`src/rtl/branch_resolve_unit_pkg.sv`:
```
// Shared definitions for the branch resolve unit: FSM state encoding,
// condition-flag index constants and default sizing.
// No ports.
package branch_resolve_unit_pkg;

    typedef enum logic {
        ST_IDLE    = 1'b0,
        ST_RESOLVE = 1'b1
    } state_e;

    // Selects 0..3 keep the meaning of the legacy 2-bit branch_ctrl field.
    localparam int COND_GT     = 0;
    localparam int COND_NOT_GT = 1;
    localparam int COND_NOT_EQ = 2;
    localparam int COND_EQ     = 3;
    localparam int COND_LT     = 4;
    localparam int COND_OVF    = 5;
    localparam int COND_ZERO   = 6;
    localparam int COND_NEG    = 7;

    localparam int DEF_NUM_COND = 8;
    localparam int DEF_SEL_W    = 3;
    localparam int DEF_CNT_W    = 16;

endpackage

```
`src/rtl/branch_resolve_unit_if.sv`:
```
// Bus between the control FSM / ALU (master) and the branch resolve unit (slave).
//   master drives: flags_in, flags_we, branch_req, branch_ctrl, invert,
//                  pc_write, cnt_clear
//   slave drives : ready, branch_done, branch_taken, pc_write_en, flags_q,
//                  sel_err, resolved_cnt, taken_cnt
interface branch_resolve_unit_if #(
    parameter int NUM_COND = 8,
    parameter int SEL_W    = 3,
    parameter int CNT_W    = 16
) ();
    logic [NUM_COND-1:0] flags_in;
    logic                flags_we;
    logic                branch_req;
    logic [SEL_W-1:0]    branch_ctrl;
    logic                invert;
    logic                pc_write;
    logic                cnt_clear;

    logic                ready;
    logic                branch_done;
    logic                branch_taken;
    logic                pc_write_en;
    logic [NUM_COND-1:0] flags_q;
    logic                sel_err;
    logic [CNT_W-1:0]    resolved_cnt;
    logic [CNT_W-1:0]    taken_cnt;

    modport master (
        output flags_in, flags_we, branch_req, branch_ctrl, invert, pc_write, cnt_clear,
        input  ready, branch_done, branch_taken, pc_write_en, flags_q, sel_err,
               resolved_cnt, taken_cnt
    );

    modport slave (
        input  flags_in, flags_we, branch_req, branch_ctrl, invert, pc_write, cnt_clear,
        output ready, branch_done, branch_taken, pc_write_en, flags_q, sel_err,
               resolved_cnt, taken_cnt
    );
endinterface

```
`src/rtl/branch_resolve_unit_sat.sv`:
```
// Saturating up-counter with synchronous clear.
//   clk_i, rst_ni : clock, async active-low reset
//   inc_i         : increment by one (holds at all-ones)
//   clr_i         : synchronous clear, wins over inc_i
//   count_o       : current count
module sat_counter #(
    parameter int CNT_W = 16
) (
    input  logic             clk_i,
    input  logic             rst_ni,
    input  logic             inc_i,
    input  logic             clr_i,
    output logic [CNT_W-1:0] count_o
);
    logic [CNT_W-1:0] count_q, count_d;

    always_comb begin
        count_d = count_q;
        if (clr_i)
            count_d = '0;
        else if (inc_i && (count_q != '1))
            count_d = count_q + 1'b1;
    end

    always_ff @(posedge clk_i or negedge rst_ni) begin
        if (!rst_ni) count_q <= '0;
        else         count_q <= count_d;
    end

    assign count_o = count_q;
endmodule

```
`src/rtl/branch_resolve_unit.sv`:
```
// Branch resolve unit: registered condition-flag bank, two-state req/done
// resolution of conditional branches, combinational pass-through of
// unconditional PC writes, and saturating resolved/taken statistics.
//   clk_i  : clock, rising edge
//   rst_ni : asynchronous active-low reset
//   br_if  : slave side of branch_resolve_unit_if (all data/handshake signals)
module branch_resolve_unit
    import branch_resolve_unit_pkg::*;
#(
    parameter int NUM_COND = DEF_NUM_COND,
    parameter int SEL_W    = DEF_SEL_W,
    parameter int CNT_W    = DEF_CNT_W
) (
    input  logic                  clk_i,
    input  logic                  rst_ni,
    branch_resolve_unit_if.slave  br_if
);
    state_e              state_q, state_d;
    logic [NUM_COND-1:0] flags_q;
    logic [SEL_W-1:0]    sel_q;
    logic                inv_q;
    logic                sel_err_q;

    logic ready, done, latch_en;
    logic cond, sel_oor, taken;

    always_comb begin
        state_d  = state_q;
        ready    = 1'b0;
        done     = 1'b0;
        latch_en = 1'b0;
        case (state_q)
            ST_IDLE: begin
                ready = 1'b1;
                if (br_if.branch_req) begin
                    latch_en = 1'b1;
                    state_d  = ST_RESOLVE;
                end
            end
            ST_RESOLVE: begin
                done    = 1'b1;
                state_d = ST_IDLE;
            end
            default: state_d = ST_IDLE;
        endcase
    end

    // Match the latched select against every implemented flag; a select with
    // no matching flag is out of range and resolves as cond=0.
    always_comb begin
        cond    = 1'b0;
        sel_oor = 1'b1;
        for (int i = 0; i < NUM_COND; i++) begin
            if (sel_q == i[SEL_W-1:0]) begin
                cond    = flags_q[i];
                sel_oor = 1'b0;
            end
        end
    end

    assign taken = done & (cond ^ inv_q);

    always_ff @(posedge clk_i or negedge rst_ni) begin
        if (!rst_ni) begin
            state_q   <= ST_IDLE;
            flags_q   <= '0;
            sel_q     <= '0;
            inv_q     <= 1'b0;
            sel_err_q <= 1'b0;
        end else begin
            state_q <= state_d;
            if (br_if.flags_we) flags_q <= br_if.flags_in;
            if (latch_en) begin
                sel_q <= br_if.branch_ctrl;
                inv_q <= br_if.invert;
            end
            if (done && sel_oor) sel_err_q <= 1'b1;
        end
    end

    sat_counter #(.CNT_W(CNT_W)) u_resolved_cnt (
        .clk_i   (clk_i),
        .rst_ni  (rst_ni),
        .inc_i   (done),
        .clr_i   (br_if.cnt_clear),
        .count_o (br_if.resolved_cnt)
    );

    sat_counter #(.CNT_W(CNT_W)) u_taken_cnt (
        .clk_i   (clk_i),
        .rst_ni  (rst_ni),
        .inc_i   (taken),
        .clr_i   (br_if.cnt_clear),
        .count_o (br_if.taken_cnt)
    );

    assign br_if.ready        = ready;
    assign br_if.branch_done  = done;
    assign br_if.branch_taken = taken;
    assign br_if.pc_write_en  = br_if.pc_write | taken;
    assign br_if.flags_q      = flags_q;
    assign br_if.sel_err      = sel_err_q;
endmodule
```
`src/flat_wrapper.sv`:
```
// flat-port wrapper written by rule: the top's interface ports become plain ports
module branch_resolve_unit_flat import branch_resolve_unit_pkg::*;
#(
    parameter int NUM_COND = DEF_NUM_COND,
    parameter int SEL_W    = DEF_SEL_W,
    parameter int CNT_W    = DEF_CNT_W
)
  (clk_i, rst_ni, br_if_flags_in, br_if_flags_we, br_if_branch_req, br_if_branch_ctrl, br_if_invert, br_if_pc_write, br_if_cnt_clear, br_if_ready, br_if_branch_done, br_if_branch_taken, br_if_pc_write_en, br_if_flags_q, br_if_sel_err, br_if_resolved_cnt, br_if_taken_cnt);
  branch_resolve_unit_if #(.NUM_COND(NUM_COND), .SEL_W(SEL_W), .CNT_W(CNT_W)) br_if_i ();
  input  logic clk_i;
  input  logic rst_ni;
  input wire logic [$bits(br_if_i.flags_in)-1:0] br_if_flags_in;
  input wire logic [$bits(br_if_i.flags_we)-1:0] br_if_flags_we;
  input wire logic [$bits(br_if_i.branch_req)-1:0] br_if_branch_req;
  input wire logic [$bits(br_if_i.branch_ctrl)-1:0] br_if_branch_ctrl;
  input wire logic [$bits(br_if_i.invert)-1:0] br_if_invert;
  input wire logic [$bits(br_if_i.pc_write)-1:0] br_if_pc_write;
  input wire logic [$bits(br_if_i.cnt_clear)-1:0] br_if_cnt_clear;
  output wire logic [$bits(br_if_i.ready)-1:0] br_if_ready;
  output wire logic [$bits(br_if_i.branch_done)-1:0] br_if_branch_done;
  output wire logic [$bits(br_if_i.branch_taken)-1:0] br_if_branch_taken;
  output wire logic [$bits(br_if_i.pc_write_en)-1:0] br_if_pc_write_en;
  output wire logic [$bits(br_if_i.flags_q)-1:0] br_if_flags_q;
  output wire logic [$bits(br_if_i.sel_err)-1:0] br_if_sel_err;
  output wire logic [$bits(br_if_i.resolved_cnt)-1:0] br_if_resolved_cnt;
  output wire logic [$bits(br_if_i.taken_cnt)-1:0] br_if_taken_cnt;
  assign br_if_i.flags_in = br_if_flags_in;
  assign br_if_i.flags_we = br_if_flags_we;
  assign br_if_i.branch_req = br_if_branch_req;
  assign br_if_i.branch_ctrl = br_if_branch_ctrl;
  assign br_if_i.invert = br_if_invert;
  assign br_if_i.pc_write = br_if_pc_write;
  assign br_if_i.cnt_clear = br_if_cnt_clear;
  assign br_if_ready = br_if_i.ready;
  assign br_if_branch_done = br_if_i.branch_done;
  assign br_if_branch_taken = br_if_i.branch_taken;
  assign br_if_pc_write_en = br_if_i.pc_write_en;
  assign br_if_flags_q = br_if_i.flags_q;
  assign br_if_sel_err = br_if_i.sel_err;
  assign br_if_resolved_cnt = br_if_i.resolved_cnt;
  assign br_if_taken_cnt = br_if_i.taken_cnt;
  branch_resolve_unit #(.NUM_COND(NUM_COND), .SEL_W(SEL_W), .CNT_W(CNT_W)) u_core (.clk_i(clk_i), .rst_ni(rst_ni), .br_if(br_if_i));
endmodule
```
`config.mk`:
```
export PLATFORM = sky130hd
export DESIGN_NAME = branch_resolve_unit_flat
export DESIGN_NICKNAME = d
export VERILOG_FILES = /design/src/rtl/branch_resolve_unit_pkg.sv /design/src/rtl/branch_resolve_unit_if.sv /design/src/rtl/branch_resolve_unit_sat.sv /design/src/rtl/branch_resolve_unit.sv /design/src/flat_wrapper.sv
export SDC_FILE = /design/constraint.sdc
export NUM_CORES = 1
export LEC_CHECK = 0
export ABC_AREA = 1
export CAP_MARGIN = 15
export CELL_PAD_IN_SITES_DETAIL_PLACEMENT = 1
export CELL_PAD_IN_SITES_GLOBAL_PLACEMENT = 1
export CORE_ASPECT_RATIO = 0.9
export CORE_MARGIN = 5
export CORE_UTILIZATION = 36
export DETAILED_ROUTE_END_ITERATION = 7
export PLACE_DENSITY_LB_ADDON = 0.1
export SETUP_SLACK_MARGIN = 0.05
export SLEW_MARGIN = 20
export SYNTH_ARGS = -nofsm -noshare
export SYNTH_HDL_FRONTEND = slang
export SYNTH_SLANG_ARGS = --single-unit
export TNS_END_PERCENT = 100
```
`constraint.sdc`:
```
create_clock -name clk_i -period 2.5 [get_ports clk_i]
set_clock_uncertainty 0.2 [all_clocks]
set_input_delay 0.5 -clock clk_i [delete_from_list [all_inputs] [get_ports clk_i]]
set_output_delay 0.5 -clock clk_i [all_outputs]
set_load 0.05 [all_outputs]
```
# Word level (Yosys, flattened, before mapping)
# Cells that the tools add are included.
[word_totals]
register_bits = 46
input_bits = 18
output_inout_bits = 45
elab_cells = 53
[classes]
addsub = 2
eq_ne = 9
muxes = 25
bitwise = 4
n_reduce_logical = 6
[ops]
columns = ["operator", "n"]
rows = [
  ["$mux W16", 4],
  ["$add A16 B1 Y16 const B", 2],
  ["$ne A16 B16 Y1 const B", 2],
  ["$mux W1", 20],
  ["$eq A3 B3 Y1 const B", 4],
  ["$eq A3 B2 Y1 const B", 2],
  ["$reduce_bool A2 Y1", 2],
  ["$eq A3 B1 Y1 const B", 1],
  ["$logic_and A1 B1 Y1", 3],
  ["$logic_not A3 Y1", 1],
  ["$pmux W1 S2", 1],
  ["$and A1 B1 Y1", 1],
  ["$not A1 Y1", 1],
  ["$or A1 B1 Y1", 1],
  ["$xor A1 B1 Y1", 1],
]

# Longest topological paths before layout
[logic_depth]
word_depth = 14
ltp_mapped = 10
ltp_nobuf = 9

# Hierarchy
# Synthesis repeated with hierarchy kept, for this count alone.
[unflattened]
cells_unflattened = 348
hier_area_um2 = 2680.1
[by_module_without_submodules]
columns = ["module", "n_inst", "cells_per_inst", "area_each_um2", "seq_area_each_um2"]
rows = [
  ["sat_counter", 2, 144, 1037.2, 400.4],
  ["branch_resolve_unit", 1, 60, 605.6, 350.3],
]

# Worst setup path before layout
# No wires, ideal clock.
[synth_path]
path_type = "register to output"
startpoint = "reg u_core.flags_q[3] (netlist: u_core.br_if.flags_q[3])"
endpoint = "out br_if_pc_write_en"
arrival_ps = 1633
setup_slack_ps = 167
stages_incl_launch_ff = 8
n_path_buf = 0
path_cell_list = "dfrtp_1 -> inv_1 -> nand2_1 -> nand3_1 -> nand3_2 -> a21oi_1 -> nor2_4 -> or2_2"
[synth_between]
elab_chain_len = 8
[synth_rtl]
columns = ["item", "line_no", "text"]
rows = [
  ["start, declared", "branch_resolve_unit.sv:19", "logic [NUM_COND-1:0] flags_q;"],
  ["start signal, assigned", "branch_resolve_unit.sv:72", "if (br_if.flags_we) flags_q <= br_if.flags_in;"],
  ["$mux W1 (5 in a row)", "branch_resolve_unit.sv:54", "if (sel_q == i[SEL_W-1:0]) begin"],
  ["$xor A1 B1 Y1", "branch_resolve_unit.sv:61", "assign taken = done & (cond ^ inv_q);"],
  ["$and A1 B1 Y1", "branch_resolve_unit.sv:61", ""],
  ["$or A1 B1 Y1", "branch_resolve_unit.sv:100", "assign br_if.pc_write_en = br_if.pc_write | taken;"],
  ["end, declared", "flat_wrapper.sv:22", "output wire logic [$bits(br_if_i.pc_write_en)-1:0] br_if_pc_write_en;"],
]
# No other way between the ends.

# Worst setup path after layout
[layout_path]
startpoint = "reg u_core.sel_q[0]"
endpoint = "out br_if_pc_write_en"
[layout_between]
elab_chain_len = 12
elab_cells_between_ends = 19
[layout_rtl]
columns = ["item", "line_no", "text"]
rows = [
  ["start, declared", "branch_resolve_unit.sv:20", "logic [SEL_W-1:0] sel_q;"],
  ["start signal, assigned", "branch_resolve_unit.sv:74", "sel_q <= br_if.branch_ctrl;"],
  ["$logic_not A3 Y1", "branch_resolve_unit.sv:54", ""],
  ["$mux W1 (7 in a row)", "branch_resolve_unit.sv:54", ""],
  ["$mux W1 (*)", "branch_resolve_unit.sv:54", ""],
  ["$xor A1 B1 Y1 (*)", "branch_resolve_unit.sv:61", ""],
  ["$and A1 B1 Y1 (*)", "branch_resolve_unit.sv:61", ""],
  ["$or A1 B1 Y1 (*)", "branch_resolve_unit.sv:100", ""],
]
# Every way passes the cells marked *; elsewhere a longest branch is shown, timed or not.

==> results.toml <==
[outcome]
status = "complete, no violations"

[routing]
first_pass_iters = 4
drt_wl_total_um = 8100
wl_per_cell_um = 15.7
vias_per_cell = 5.15
drt_iter0_markers = 91
post-route-drc-count = 0
via_count = 2665
ant_nets = 0

[power]
pwr-share-clk_pct = 27.8
irDropWorstVdd_mv = 0.226
p_leak_uw = 0.00164
switching_share_pct = 33.9
power_frac_seq_pct = 47.9
comb_power_share_pct = 24.3
finalPower_uw = 1680
p_int_uw = 1110
cellPowerDensity_nw_per_um2 = 462
power_switching_uw = 569

[timing]
finalHoldViolations = 0
setup_viol = 0
setup_tns_ns = 0
slew_viol_final = 0
fmax_mhz = 409
layout_min_cycle_time_ns = 2.44
postLayoutSetupSlackWorst_ns = 0.0572
period_share_pct = 97.7
rsz0062_at_grt = "yes"
slew_headroom_pct = 65.1
whs_ns = 0.186
worstMarginPinSlew_ns = 0.522

[layout]
n_antenna_cell = 0
syn_to_final_growth_pct = 34.4
fillers = 937
multi_input_area_um2 = 1370
seqCellArea_um2 = 1150
drive_gt1_share_pct = 12.4
post-route-util_pct = 49.0
nets = 441

[hold_path]
hold_class = "reg2reg"
min-delay-start = "u_core.br_if.sel_err$_DFFE_PN0P_"

[logic_synthesis]
syn_nets = 372
yosysMostFrequentCell = "nand2_1"
synth_cell_type_count = 33
synth_area_um2 = 2710
synth-edff-count = 0
synthArstFlopShare_pct = 100
yosys.area.top_type = "dfrtp_1"
ys.flop_type = "dfrtp_1"
synth_area_leaders = "dfrtp_1, nand2_1, nand3_1, inv_1, nand4_1"
syn_inst = 352
synth-seq-area-share_pct = 42.5
netlist_top_cells_count = "nand2_1, dfrtp_1, inv_1"
synth_area_per_cell_um2 = 7.70
yosys.area.top_type_share_pct = 42.5
ys.warnings.count = 0
ys_ff_latch = 46

[worst_setup_path]
crit_slowest_cell = "dfrtp_1"
path_cells = "inv_2 > nand2_2 > nand3_2 > nand3_2 > a21oi_4 > nor2_4 > or2_4 > buf_12"
r2r_start = "u_core.u_taken_cnt.count_o[0]$_DFFE_PN0P_"
critPathLaunch = "u_core.sel_q[0]$_DFFE_PN0P_"
cp.required_ns = 1.80
crit_path_max_incr_delay_ns = 0.43
cpMostUsedCell = "nand3_2"
end_kind = "output pin"
path_max_fanout = 5
startpoint_type = "flip-flop"
critical_path_class = "reg2out"
critPathArrivalTime_ns = 1.74

[clocking]
cts_buffer_depth = 2
cts_tree = "yes"
cts_root_buffer = "clkbuf_8"
htreeDepth = 2
clock_sinks = 46
cts_buffers = 5
cts.clk_slew.worst_paths_ns = 0.09
insertion_delay_ns = 0.31

[floorplan]
die_h_um = 92.3
pin_count = 63
core_area_um2 = 7430
start_util_pct = 36.5
die_x_um = 101
rows = 30
dieArea_um2 = 9370

[global_routing]
grt.overflow.total = 0
grtUsageTotal_pct = 18.0
antenna_found_initial = 0
grt_pass1_wl_um = 13500
grt_pass1_vias = 2742
grt_max_degree = 40

[placed_design]
gp_congestion = 0.793
port_buffers = 62
dpl_worst_slack_ns = 0.250
dp_hpwl_um = 5880

[job]
drv_cap = 0
power by group through the flow:
stage	Combinational, uW	Clock, uW	Sequential [uW]
2_1_floorplan	141	0	890
3_3_place_gp	368	0	816
3_5_place_dp	375	0	817
4_1_cts	398	485	803
5_1_grt	441	518	810
6_report	408	468	805
layout by cell type, fill, tap and decap left out, types with 3 or more instances in the layout:
| master | synthesis | final |
|---|---|---|
| o21ai_0 | 22 | 22 |
| xor2_1 | 10 | 10 |
| nand3_1 | 41 | 38 |
| nor2_1 | 26 | 26 |
| nor3_1 | 5 | 5 |
| nor2_2 | 4 | 4 |
| nand4_1 | 24 | 24 |
| buf_4 | 1 | 7 |
| inv_1 | 45 | 45 |
| clkbuf_8 | 0 | 5 |
| nand2_1 | 80 | 77 |
| nand2_2 | 4 | 7 |
| dfrtp_1 | 46 | 46 |
| clkdlybuf4s50_1 | 0 | 58 |
| nand3_2 | 7 | 9 |
| a21oi_1 | 5 | 4 |
| buf_12 | 0 | 5 |
| nor2_4 | 3 | 3 |
layer usage:
layer | track usage, % | vias to the layer above | share of wire [%]
met1 | 26.1 | 1313 | 50
met3 | 2.64 | 8 | 3.3
met4 | 4.54 | 0 | 1.0
li1 | - | 1295 | -
met5 | 0 | - | 0
met2 | 28.1 | 49 | 45
final timing paths:
kind / slack, ns / endpoint / cells after the start
max: 0.06 / br_if_pc_write_en / 8
min: 0.19 / u_core.br_if.sel_err$_DFFE_PN0P_ / 0
max reg2reg: 0.34 / u_core.u_taken_cnt.count_o[4]$_DFFE_PN0P_ / 8
min reg2reg: 0.19 / u_core.br_if.sel_err$_DFFE_PN0P_ / 0
max in group asynchronous: 1.10 / u_core.sel_q[1]$_DFFE_PN0P_ / 3
min in group asynchronous: 0.47 / u_core.u_resolved_cnt.count_o[11]$_DFFE_PN0P_ / 2
what timing repair did:
| item | 4_1_cts | 5_1_grt |
|---|---|---|
| hold buffers | 1 | 0 |
| pin swaps | 4 | 2 |
| setup buffers | 1 | 1 |
| hold endpoints to repair | 17 | 0 |
| endpoints found under the setup margin | 2 | 2 |
| resized for setup | 9 | 4 |
| gates cloned | 0 | 0 |
per-stage QoR:
stage,area (um^2),instances
after floorplan,2710,352
after global placement,3480,507
after detailed placement,3480,507
after CTS,3610,516
after global routing,3640,517
final,3640,517
cell families (layout without fill, tap and decap cells):
family	count (synthesis)	count (layout)	synth area share [%]
AOI/OAI and AO/OA	34	34	6.79
xor gates and xnor gates	12	12	3.88
adders and majority gates	2	2	0.923
buffers and inverters	57	126	8.68
DFF	46	46	42.5
and+or+nand+nor	201	201	37.3
layout make-up:
type	count	area share, %
timing repair buffer	72	20.5
clock inverter	2	0.275
tap	96	3.30
sequential	46	31.6
inverter	47	4.84
multi-input combinational	249	37.5
clock buffer	5	1.89
critical path, delay by kind of cell (launching register included):
| kind | cells | cell delay [ns] |
|---|---|---|
| flip-flops | 1 | 0.43 |
| buffers and inverters | 2 | 0.28 |
| AND/OR/NAND/NOR | 5 | 0.55 |
| AO/OA/AOI/OAI | 1 | 0.18 |
registers in the layout (all words and copies together) (netlist names):
register / count
u_core.inv_q: 1
u_core.sel_q: 3
u_core.u_taken_cnt.count_o: 16
u_core.br_if.flags_q: 8
u_core.u_resolved_cnt.count_o: 16
u_core.state_q: 1
u_core.br_if.sel_err: 1
No activity file was read; power rests on OpenSTA's default activity.
